$ cat config.mk
export PLATFORM = sky130hd
export DESIGN_NAME = spi_sevenseg_mux
export DESIGN_NICKNAME = d
export VERILOG_FILES = /design/src/rtl/spi_sevenseg_mux.sv
export SDC_FILE = /design/constraint.sdc
export NUM_CORES = 1
export LEC_CHECK = 0
export BUFFER_PORTS_ARGS = -buffer_cell sky130_fd_sc_hd__clkbuf_2
export CAP_MARGIN = 15
export CORE_ASPECT_RATIO = 1.4
export CORE_MARGIN = 2
export CORE_UTILIZATION = 45
export CTS_BUF_LIST = sky130_fd_sc_hd__clkbuf_16
export CTS_CLUSTER_DIAMETER = 40
export DETAILED_ROUTE_END_ITERATION = 16
export HOLD_SLACK_MARGIN = 0.02
export SLEW_MARGIN = 20
export SYNTH_ARGS = -nofsm -noshare
export SYNTH_HDL_FRONTEND = slang
export SYNTH_SLANG_ARGS = --single-unit
$ cat constraint.sdc
create_clock -name sclk -period 1.93 [get_ports sclk]
set_input_delay 0.0965 -clock sclk [delete_from_list [all_inputs] [get_ports sclk]]
set_output_delay 0.0965 -clock sclk [all_outputs]
set_load 0.02 [all_outputs]
$ cat src/rtl/spi_sevenseg_mux.sv
// Serial slave with a bank of seven-segment digit registers that are scanned
// onto a time-multiplexed display.
// Frames are 16 bits, MSB first: [15:14] cmd, [13:11] addr, [10:8] ignored,
// [7:0] payload. A frame commits on the edge that samples its 16th bit.
// There is no valid/ready handshake: ss low qualifies each mosi bit on every
// sclk rising edge. frame_done (and frame_err for a bad address) pulses for
// exactly one cycle after the commit edge.
module spi_sevenseg_mux #(
  parameter int NUM_DIGITS     = 4,
  parameter int SCAN_DIV       = 1024,
  parameter bit SEG_ACTIVE_LOW = 1'b0
) (
  input  logic                  sclk,
  input  logic                  rst_n,
  input  logic                  ss,
  input  logic                  mosi,
  output logic [7:0]            seg,
  output logic [NUM_DIGITS-1:0] dig_en,
  output logic                  frame_done,
  output logic                  frame_err
);

  localparam int CNT_W = (SCAN_DIV > 1) ? $clog2(SCAN_DIV) : 1;
  localparam int IDX_W = (NUM_DIGITS > 1) ? $clog2(NUM_DIGITS) : 1;
  localparam logic [7:0]            SEG_POL = SEG_ACTIVE_LOW ? 8'hFF : 8'h00;
  localparam logic [NUM_DIGITS-1:0] DIG_POL = SEG_ACTIVE_LOW ? '1 : '0;

  // Hex nibble to {g,f,e,d,c,b,a}
  function automatic logic [6:0] hex7(input logic [3:0] n);
    case (n)
      4'h0: hex7 = 7'h3F;  4'h1: hex7 = 7'h06;  4'h2: hex7 = 7'h5B;  4'h3: hex7 = 7'h4F;
      4'h4: hex7 = 7'h66;  4'h5: hex7 = 7'h6D;  4'h6: hex7 = 7'h7D;  4'h7: hex7 = 7'h07;
      4'h8: hex7 = 7'h7F;  4'h9: hex7 = 7'h6F;  4'hA: hex7 = 7'h77;  4'hB: hex7 = 7'h7C;
      4'hC: hex7 = 7'h39;  4'hD: hex7 = 7'h5E;  4'hE: hex7 = 7'h79;  default: hex7 = 7'h71;
    endcase
  endfunction

  logic [4:0]       bit_cnt_q, bit_cnt_d;
  logic [14:0]      shift_q, shift_d;
  logic [7:0]       digits_q [NUM_DIGITS];
  logic [7:0]       digits_d [NUM_DIGITS];
  logic             blank_q, blank_d;
  logic [CNT_W-1:0] scan_cnt_q, scan_cnt_d;
  logic [IDX_W-1:0] scan_idx_q, scan_idx_d;
  logic [7:0]            seg_q, seg_d;
  logic [NUM_DIGITS-1:0] dig_en_q, dig_en_d;
  logic             frame_done_q, frame_err_q;
  logic             commit, err_d;

  // The completed frame is {shift_q, mosi}; fields are taken from it directly
  logic [1:0] cmd;
  logic [2:0] addr;
  logic [7:0] payload;
  logic       addr_ok;
  logic [7:0] wr_val;

  assign cmd     = shift_q[14:13];
  assign addr    = shift_q[12:10];
  assign payload = {shift_q[6:0], mosi};
  assign addr_ok = ({1'b0, addr} < 4'(NUM_DIGITS));
  assign wr_val  = cmd[0] ? payload : {payload[7], hex7(payload[3:0])};

  // Bit counter and shift register; counter saturates at 16 until ss rises
  always_comb begin
    bit_cnt_d = bit_cnt_q;
    shift_d   = shift_q;
    commit    = 1'b0;
    if (ss) begin
      bit_cnt_d = 5'd0;
    end else if (bit_cnt_q < 5'd16) begin
      shift_d   = {shift_q[13:0], mosi};
      bit_cnt_d = bit_cnt_q + 5'd1;
      commit    = (bit_cnt_q == 5'd15);
    end
  end

  // Command decode applied on the commit edge
  always_comb begin
    for (int i = 0; i < NUM_DIGITS; i++) digits_d[i] = digits_q[i];
    blank_d = blank_q;
    err_d   = 1'b0;
    if (commit) begin
      case (cmd)
        2'b00, 2'b01: begin
          if (addr_ok) begin
            for (int i = 0; i < NUM_DIGITS; i++)
              if (addr == 3'(i)) digits_d[i] = wr_val;
          end else begin
            err_d = 1'b1;
          end
        end
        2'b10:   for (int i = 0; i < NUM_DIGITS; i++) digits_d[i] = 8'h00;
        default: blank_d = payload[0];
      endcase
    end
  end

  // Free-running scan counter and digit index, plus next output values
  always_comb begin
    scan_cnt_d = scan_cnt_q + CNT_W'(1);
    scan_idx_d = scan_idx_q;
    if (scan_cnt_q == CNT_W'(SCAN_DIV - 1)) begin
      scan_cnt_d = '0;
      scan_idx_d = (scan_idx_q == IDX_W'(NUM_DIGITS - 1)) ? '0 : scan_idx_q + IDX_W'(1);
    end
    seg_d    = blank_q ? 8'h00 : digits_q[scan_idx_q];
    dig_en_d = blank_q ? '0 : (NUM_DIGITS'(1) << scan_idx_q);
  end

  // Receive path and digit bank state
  always_ff @(posedge sclk or negedge rst_n) begin
    if (!rst_n) begin
      bit_cnt_q    <= 5'd0;
      shift_q      <= 15'd0;
      blank_q      <= 1'b0;
      frame_done_q <= 1'b0;
      frame_err_q  <= 1'b0;
      for (int i = 0; i < NUM_DIGITS; i++) digits_q[i] <= 8'h00;
    end else begin
      bit_cnt_q    <= bit_cnt_d;
      shift_q      <= shift_d;
      blank_q      <= blank_d;
      frame_done_q <= commit;
      frame_err_q  <= err_d;
      for (int i = 0; i < NUM_DIGITS; i++) digits_q[i] <= digits_d[i];
    end
  end

  // Scan state and polarity-adjusted output registers
  always_ff @(posedge sclk or negedge rst_n) begin
    if (!rst_n) begin
      scan_cnt_q <= '0;
      scan_idx_q <= '0;
      seg_q      <= SEG_POL;
      dig_en_q   <= NUM_DIGITS'(1) ^ DIG_POL;
    end else begin
      scan_cnt_q <= scan_cnt_d;
      scan_idx_q <= scan_idx_d;
      seg_q      <= seg_d ^ SEG_POL;
      dig_en_q   <= dig_en_d ^ DIG_POL;
    end
  end

  assign seg        = seg_q;
  assign dig_en     = dig_en_q;
  assign frame_done = frame_done_q;
  assign frame_err  = frame_err_q;

endmodule

==> Yosys cells after proc, flatten, opt, wreduce, memory -nomap -nowiden <==
Memories as Yosys holds them, arrays and structs flattened.
Index checks and enable logic that the tools add are counted.
{ "totals": {"register_bits": 79, "rom_bits": 112, "output_inout_bits": 14, "word_cells": 70, "memories": 1} }
{ "op_classes": {"add_sub_neg": 3, "n_lt_le_gt_ge": 3, "n_eq_ne": 13, "n_shift": 1, "n_mux": 21, "bitwise": 3, "n_reduce_logical": 12} }
{ "mem_list": {"columns": ["name", "words", "width", "rd", "rd_ports_with_merged_regs", "write_ports", "line_no", "rtl"], "rows": [
  ["(name not given)", 16, 7, 1, 0, 0, "30", "case (n)"]
]} }
{ "op_table": {"columns": ["cell", "count"], "rows": [
  ["$pmux W32 S2", 1],
  ["$mux W8", 7],
  ["$mux W32", 1],
  ["$bmux W8 S2", 1],
  ["$reduce_and A4 Y1", 4],
  ["$add A10 B1 Y10 const B", 1],
  ["$eq A10 B10 Y1 const B", 1],
  ["$mux W10", 1],
  ["$mux W5", 2],
  ["$ne A2 B2 Y1 const B", 5],
  ["$mux W7", 1],
  ["$eq A3 B2 Y1 const B", 2],
  ["$add A5 B1 Y5 const B", 1],
  ["$eq A5 B4 Y1 const B", 1],
  ["$lt A5 B5 Y1 const B", 1],
  ["$mux W1", 5],
  ["$eq A2 B2 Y1 const B", 2],
  ["$mux W4", 1],
  ["$reduce_and A2 Y1", 2],
  ["$reduce_bool A2 Y1", 2],
  ["$shl A1 B2 Y4 const A", 1],
  ["$eq A3 B1 Y1 const B", 1],
  ["$ge A3 B3 Y1 const B", 1],
  ["$logic_not A3 Y1", 1],
  ["other kinds (9)", 10]
]} }

==> Logic depth before layout (Yosys ltp) <==
{ "logic_depth": {"depth_word": 5, "depth_mapped": 9, "ltp_nobuf": 7} }

==> Worst setup path after synthesis <==
Ideal clock, no wire load.
{ "synth_path": {"kind": "register -> register", "startpoint": "register bit_cnt_q[0]", "endpoint": "register digits_q[6] in the netlist's numbering", "setup_time_ps": 128, "arrival_ps": 1630, "t_required_ps": 1802, "path_slack_ps": 172, "stages_incl_launch_ff": 8, "period_less_slack_ps": 1758, "path_cell_list": "dfrtp_1 ha_1 and3_1 ha_1 nor2b_1 buf_2 o211ai_2 mux2_1"} }
{ "synth_between": {"elab_chain_len": 4} }
{ "synth_rtl": {"columns": ["item", "line_no", "rtl"], "rows": [
  ["from (decl)", "38", "logic [4:0] bit_cnt_q, bit_cnt_d;"],
  ["from (signal assigned)", "120", "bit_cnt_q <= bit_cnt_d;"],
  ["$lt A5 B5 Y1 / $eq A5 B4 Y1 (equally long branches)", "70, 73", null],
  ["$mux W1 (*)", "70", "end else if (bit_cnt_q < 5'd16) begin"],
  ["$mux W1 (*)", "68", "if (ss) begin"],
  ["net commit", "48", "logic commit, err_d;"],
  ["$reduce_and A4 Y1 (no source line) (*)", null, null],
  ["to (decl)", "40", "logic [7:0] digits_q [NUM_DIGITS];"]
]} }
Mark *: on every way through the listed nets, which the timed path passes. The rest lies on a longest branch.
A chain may end at the register's enable or synchronous reset.

==> Final worst setup path <==
{ "layout_path": {"startpoint": "register bit_cnt_q[0]", "endpoint": "register digits_q[0] in the netlist's numbering"} }
{ "layout_between": {"elab_chain_len": 4} }
{ "layout_rtl": {"columns": ["item", "line_no"], "rows": [
  ["$lt A5 B5 Y1 / $eq A5 B4 Y1 (equally long branches)", "70, 73"],
  ["$mux W1 (*)", "70"],
  ["$mux W1 (*)", "68"],
  ["$reduce_and A4 Y1 (no source line) (*)", null]
]} }
Mark *: on every way between the ends. The rest lies on a longest branch, timed or not.

==> reports/results.tsv <==
stage	metric	value	unit
status	outcome	complete, no violations	
routing	vias per cell	5.189	
worst_setup_path	FF-to-FF setup slack	0.21	ns
routing	total vias in the final route	2361	
cells_and_area	antenna fix cells	0	
timing	final setup vio count	0	
cells_and_area	number of cells in the finished layout apart from fillers	455	
synth	Mean Syn Cell Area	11.75	um2
pwr	pwr dens	1110	nW/um2
routing	Routed Antenna Nets	0	
cells_and_area	Final Instance Area	4344	um2
synth	number of synthesis warnings	0	
floorplanning	height of the die	111.5	um
grt	initial antenna violation count	0	
place	Port-buffer cells	17	
routing	post-DR wirelength/cell	14.64	um
timing	clk_skew	0.005197	ns
floorplanning	I/O pins	18	
synth	Syn Nets	334	
timing	max-slew headroom at the worst pin	56.22	%
floorplanning	Placement Rows	39	
routing	1st-iter DRT viols	99	
synth	fraction of registers with async set or reset after synthesis	100.0	%
worst_setup_path	end of the worst register-to-register path	digits_q[0]	
grt	vias in the first global route	2342	
synth	cell area after synthesis	3714	um2
synth	sequential element share of the synthesized area	53.27	%
synth	cell count after synthesis	316	
cells_and_area	most common cell after layout, fill and taps aside	sky130_fd_sc_hd__dfrtp_1	
worst_setup_path	critical path type	reg2reg	
routing	count of TritonRoute iterations in the first routing pass	4	
floorplanning	effective utilization at floorplan	45.84	%
worst_setup_path	peak fanout along the critical path	13	
cells_and_area	utilization after layout	53.63	%
hold_path	Hold Path Origin	ss	
grt	Tot GR Track Use	17.12	%
cells_and_area	Nets	366	
synth	synth unique cells	46	
timing	Final Hold Viols	0	
clock_network	insertion delay to the later sink of the worst-skew pair	0.33	ns
clock_network	maximum clock insertion buffer count	2	
clock_network	clk sinks	79	
worst_setup_path	endpoint class of the critical path	flop	
place	GPL Wtd Cong	0.8105	
worst_setup_path	worst reg2reg startpoint	bit_cnt_q[0]	
pwr	Leak Pwr	2.027	nW
synth	flip-flop cell with the highest count after synthesis	sky130_fd_sc_hd__dfrtp_1	
hold_path	Hold EP	bit_cnt_q[4]	
cells_and_area	most frequent cells in the layout	sky130_fd_sc_hd__dfrtp_1, sky130_fd_sc_hd__nand2_1, sky130_fd_sc_hd__buf_4	
floorplanning	width of the die	80.78	um
synth	number of enable flip-flop cells after synthesis	0	
timing	final worst-path cycle share	89.37	%
floorplanning	area of the die	9005	um2
cells_and_area	share of post-route cells with drive strength above 1	25.21	%
grt	first-pass GRT wire length	11600	um
timing	setup tns final	0	ns
worst_setup_path	length in cells of the worst reg-to-reg path	8	
routing	wire length reported by the detailed router	6659	um
grt	Overflow after GRT	0	
clock_network	number of buffers inserted by post-CTS setup repair	0	
hold_path	Worst Hold Depth	2	
clock_network	number of buffers added by the clock tree synthesis step	9	
timing	post-layout min period	1.725	ns
clock_network	Clk pin slew, worst setup/hold paths	0.06	ns
place	post-detailed-placement cell area	4008	um2
place	post-DP HPWL	4716	um
grt	largest net degree at the start of global routing	49	
pwr	IR drop worst, VDD	0.0006900	V
worst_setup_path	Setup crit start kind	flop	
cells_and_area	fill cell count	744	
clock_network	buffer type at the clock tree root	sky130_fd_sc_hd__clkbuf_16	
timing	Pins Over Slew Limit	0	
hold_path	class of the tightest hold or removal check	in2reg	
worst_setup_path	arrival time reported for the critical path endpoint	1.94	ns
timing	Slew @ Worst Pin	0.6567	ns
floorplanning	area of the core	8100	um2
timing	unrepaired setup endpoints after global routing	false	
clock_network	number of levels the H-tree was split into	3	
synth	Synth Register Bits	79	
clock_network	CTS tree	yes	
timing	Max Clk Rate	579.7	MHz
routing	post-detailed-route DRC marker count	0	
job	Maximum Capacitance Violations	0	
worst_setup_path	CP Data Required Time	2.14	ns
place	count of placed standard cells including taps	438	
cells_and_area	Layout area overhead	16.98	%
-- sequential cells by signal (all words and copies together), names as in the netlist --
register / flops
bit_cnt_q: 5
blank_q: 1
dig_en: 4
digits_q: 32
frame_done: 1
frame_err: 1
scan_cnt_q: 10
scan_idx_q: 2
seg: 8
shift_q: 15
-- worst max-delay path, cell delays in order, from the launching register on --
cell and delay [ns]:
sky130_fd_sc_hd__dfrtp_1 0.35, sky130_fd_sc_hd__ha_1 0.16, sky130_fd_sc_hd__and3_1 0.17, sky130_fd_sc_hd__ha_1 0.14, sky130_fd_sc_hd__nor2b_4 0.25, sky130_fd_sc_hd__o211ai_2 0.15, sky130_fd_sc_hd__buf_4 0.23, sky130_fd_sc_hd__nand2_1 0.08
sky130_fd_sc_hd__o21ai_1 0.06
-- cell usage after synthesis, types with 3 or more instances --
cell type	n	area [um2]
sky130_fd_sc_hd__a21oi_1	4	20.02
sky130_fd_sc_hd__a31oi_1	4	25.02
sky130_fd_sc_hd__buf_2	13	65.06
sky130_fd_sc_hd__clkbuf_1	3	11.26
sky130_fd_sc_hd__dfrtp_1	78	1952
sky130_fd_sc_hd__ha_1	14	175.2
sky130_fd_sc_hd__inv_1	14	52.55
sky130_fd_sc_hd__mux2_1	6	67.56
sky130_fd_sc_hd__mux2_2	13	146.4
sky130_fd_sc_hd__mux2i_1	3	30.03
sky130_fd_sc_hd__mux4_2	8	180.2
sky130_fd_sc_hd__nand2_1	35	131.4
sky130_fd_sc_hd__nand2b_1	3	18.77
sky130_fd_sc_hd__nand3_1	5	25.02
sky130_fd_sc_hd__nand4_1	3	18.77
sky130_fd_sc_hd__nor2_1	19	71.32
sky130_fd_sc_hd__nor2b_1	17	106.4
sky130_fd_sc_hd__o211ai_2	4	50.05
sky130_fd_sc_hd__o21ai_0	11	55.05
sky130_fd_sc_hd__o21ai_1	19	95.09
sky130_fd_sc_hd__xnor2_1	4	35.03
sky130_fd_sc_hd__xor2_1	5	43.79
-- area by class of cell --
class                      instances  area (um2)  share of cell area (%)
inverter                          14       52.55                   1.210
sequential                        79        1978                   45.54
clock buffer                       9       225.2                   5.184
timing repair buffer              39       267.8                   6.164
tap                              102       127.6                   2.938
multi-input combinational        205        1599                   36.81
clock inverter                     7       93.84                   2.160
-- per-layer routing --
metal | GRT usage, % | routed length, um
met3 | 4.295 | 167
met4 | 8.362 | 159
met5 | 0 | 0
met2 | 27.28 | 3454
met1 | 21.54 | 2877
-- what timing repair did --
action / CTS / global route
endpoints found under the hold margin: 46 / 0
setup endpoints to repair: 32 / 29
hold buffers: 1 / 0
pin swaps: 0 / 0
gates resized for setup: 1 / 1
-- through the flow --
| step | total power [mW] | hold WS [ns] | setup slack, ns |
|---|---|---|---|
| global route | 5.099 | 0.06848 | 0.03298 |
| CTS | 4.891 | 0.03126 | 0.06181 |
| global placement | 3.033 | 0.1559 | -0.06915 |
| finish | 4.822 | 0.05156 | 0.2051 |
| floorplan | 2.730 | -0.1991 | 0.1724 |
| detailed placement | 3.057 | 0.1651 | -0.1347 |
-- kinds of logic (layout without fill, tap and decap cells) --
group                      after synthesis  after routing  synth area share (%)
buffers and inverters                   32             69                 3.874
DFF                                     79             79                 53.27
xor gates and xnor gates                 9              9                 2.122
muxes                                   30             30                 11.42
and+or+nand+nor                         94             94                 13.75
AOI/OAI and AO/OA                       58             58                 10.85
adders and majority gates               14             14                 4.717
-- how the worst max path moves through the flow --
stage	start	end	slack, ns	cells past startpoint
2_1_floorplan	bit_cnt_q[0]	digits_q[6]	0.17	7
5_1_grt	bit_cnt_q[1]	digits_q[2]	0.03	8
3_3_place_gp	bit_cnt_q[0]	digits_q[20]	-0.07	8
6_report	bit_cnt_q[0]	digits_q[0]	0.21	8
3_5_place_dp	bit_cnt_q[1]	digits_q[28]	-0.13	8
4_1_cts	bit_cnt_q[1]	digits_q[0]	0.06	8
-- power breakdown --
part	total [mW]	switching (mW)	internal [mW]	leakage, nW
combinational	1.01	0.523	0.485	0.838
sequential	2.00	0.202	1.80	1.04
clock	1.81	0.680	1.13	0.154
total	4.82	1.40	3.42	2.03
Note: power is estimated with default switching activity, not from simulation.
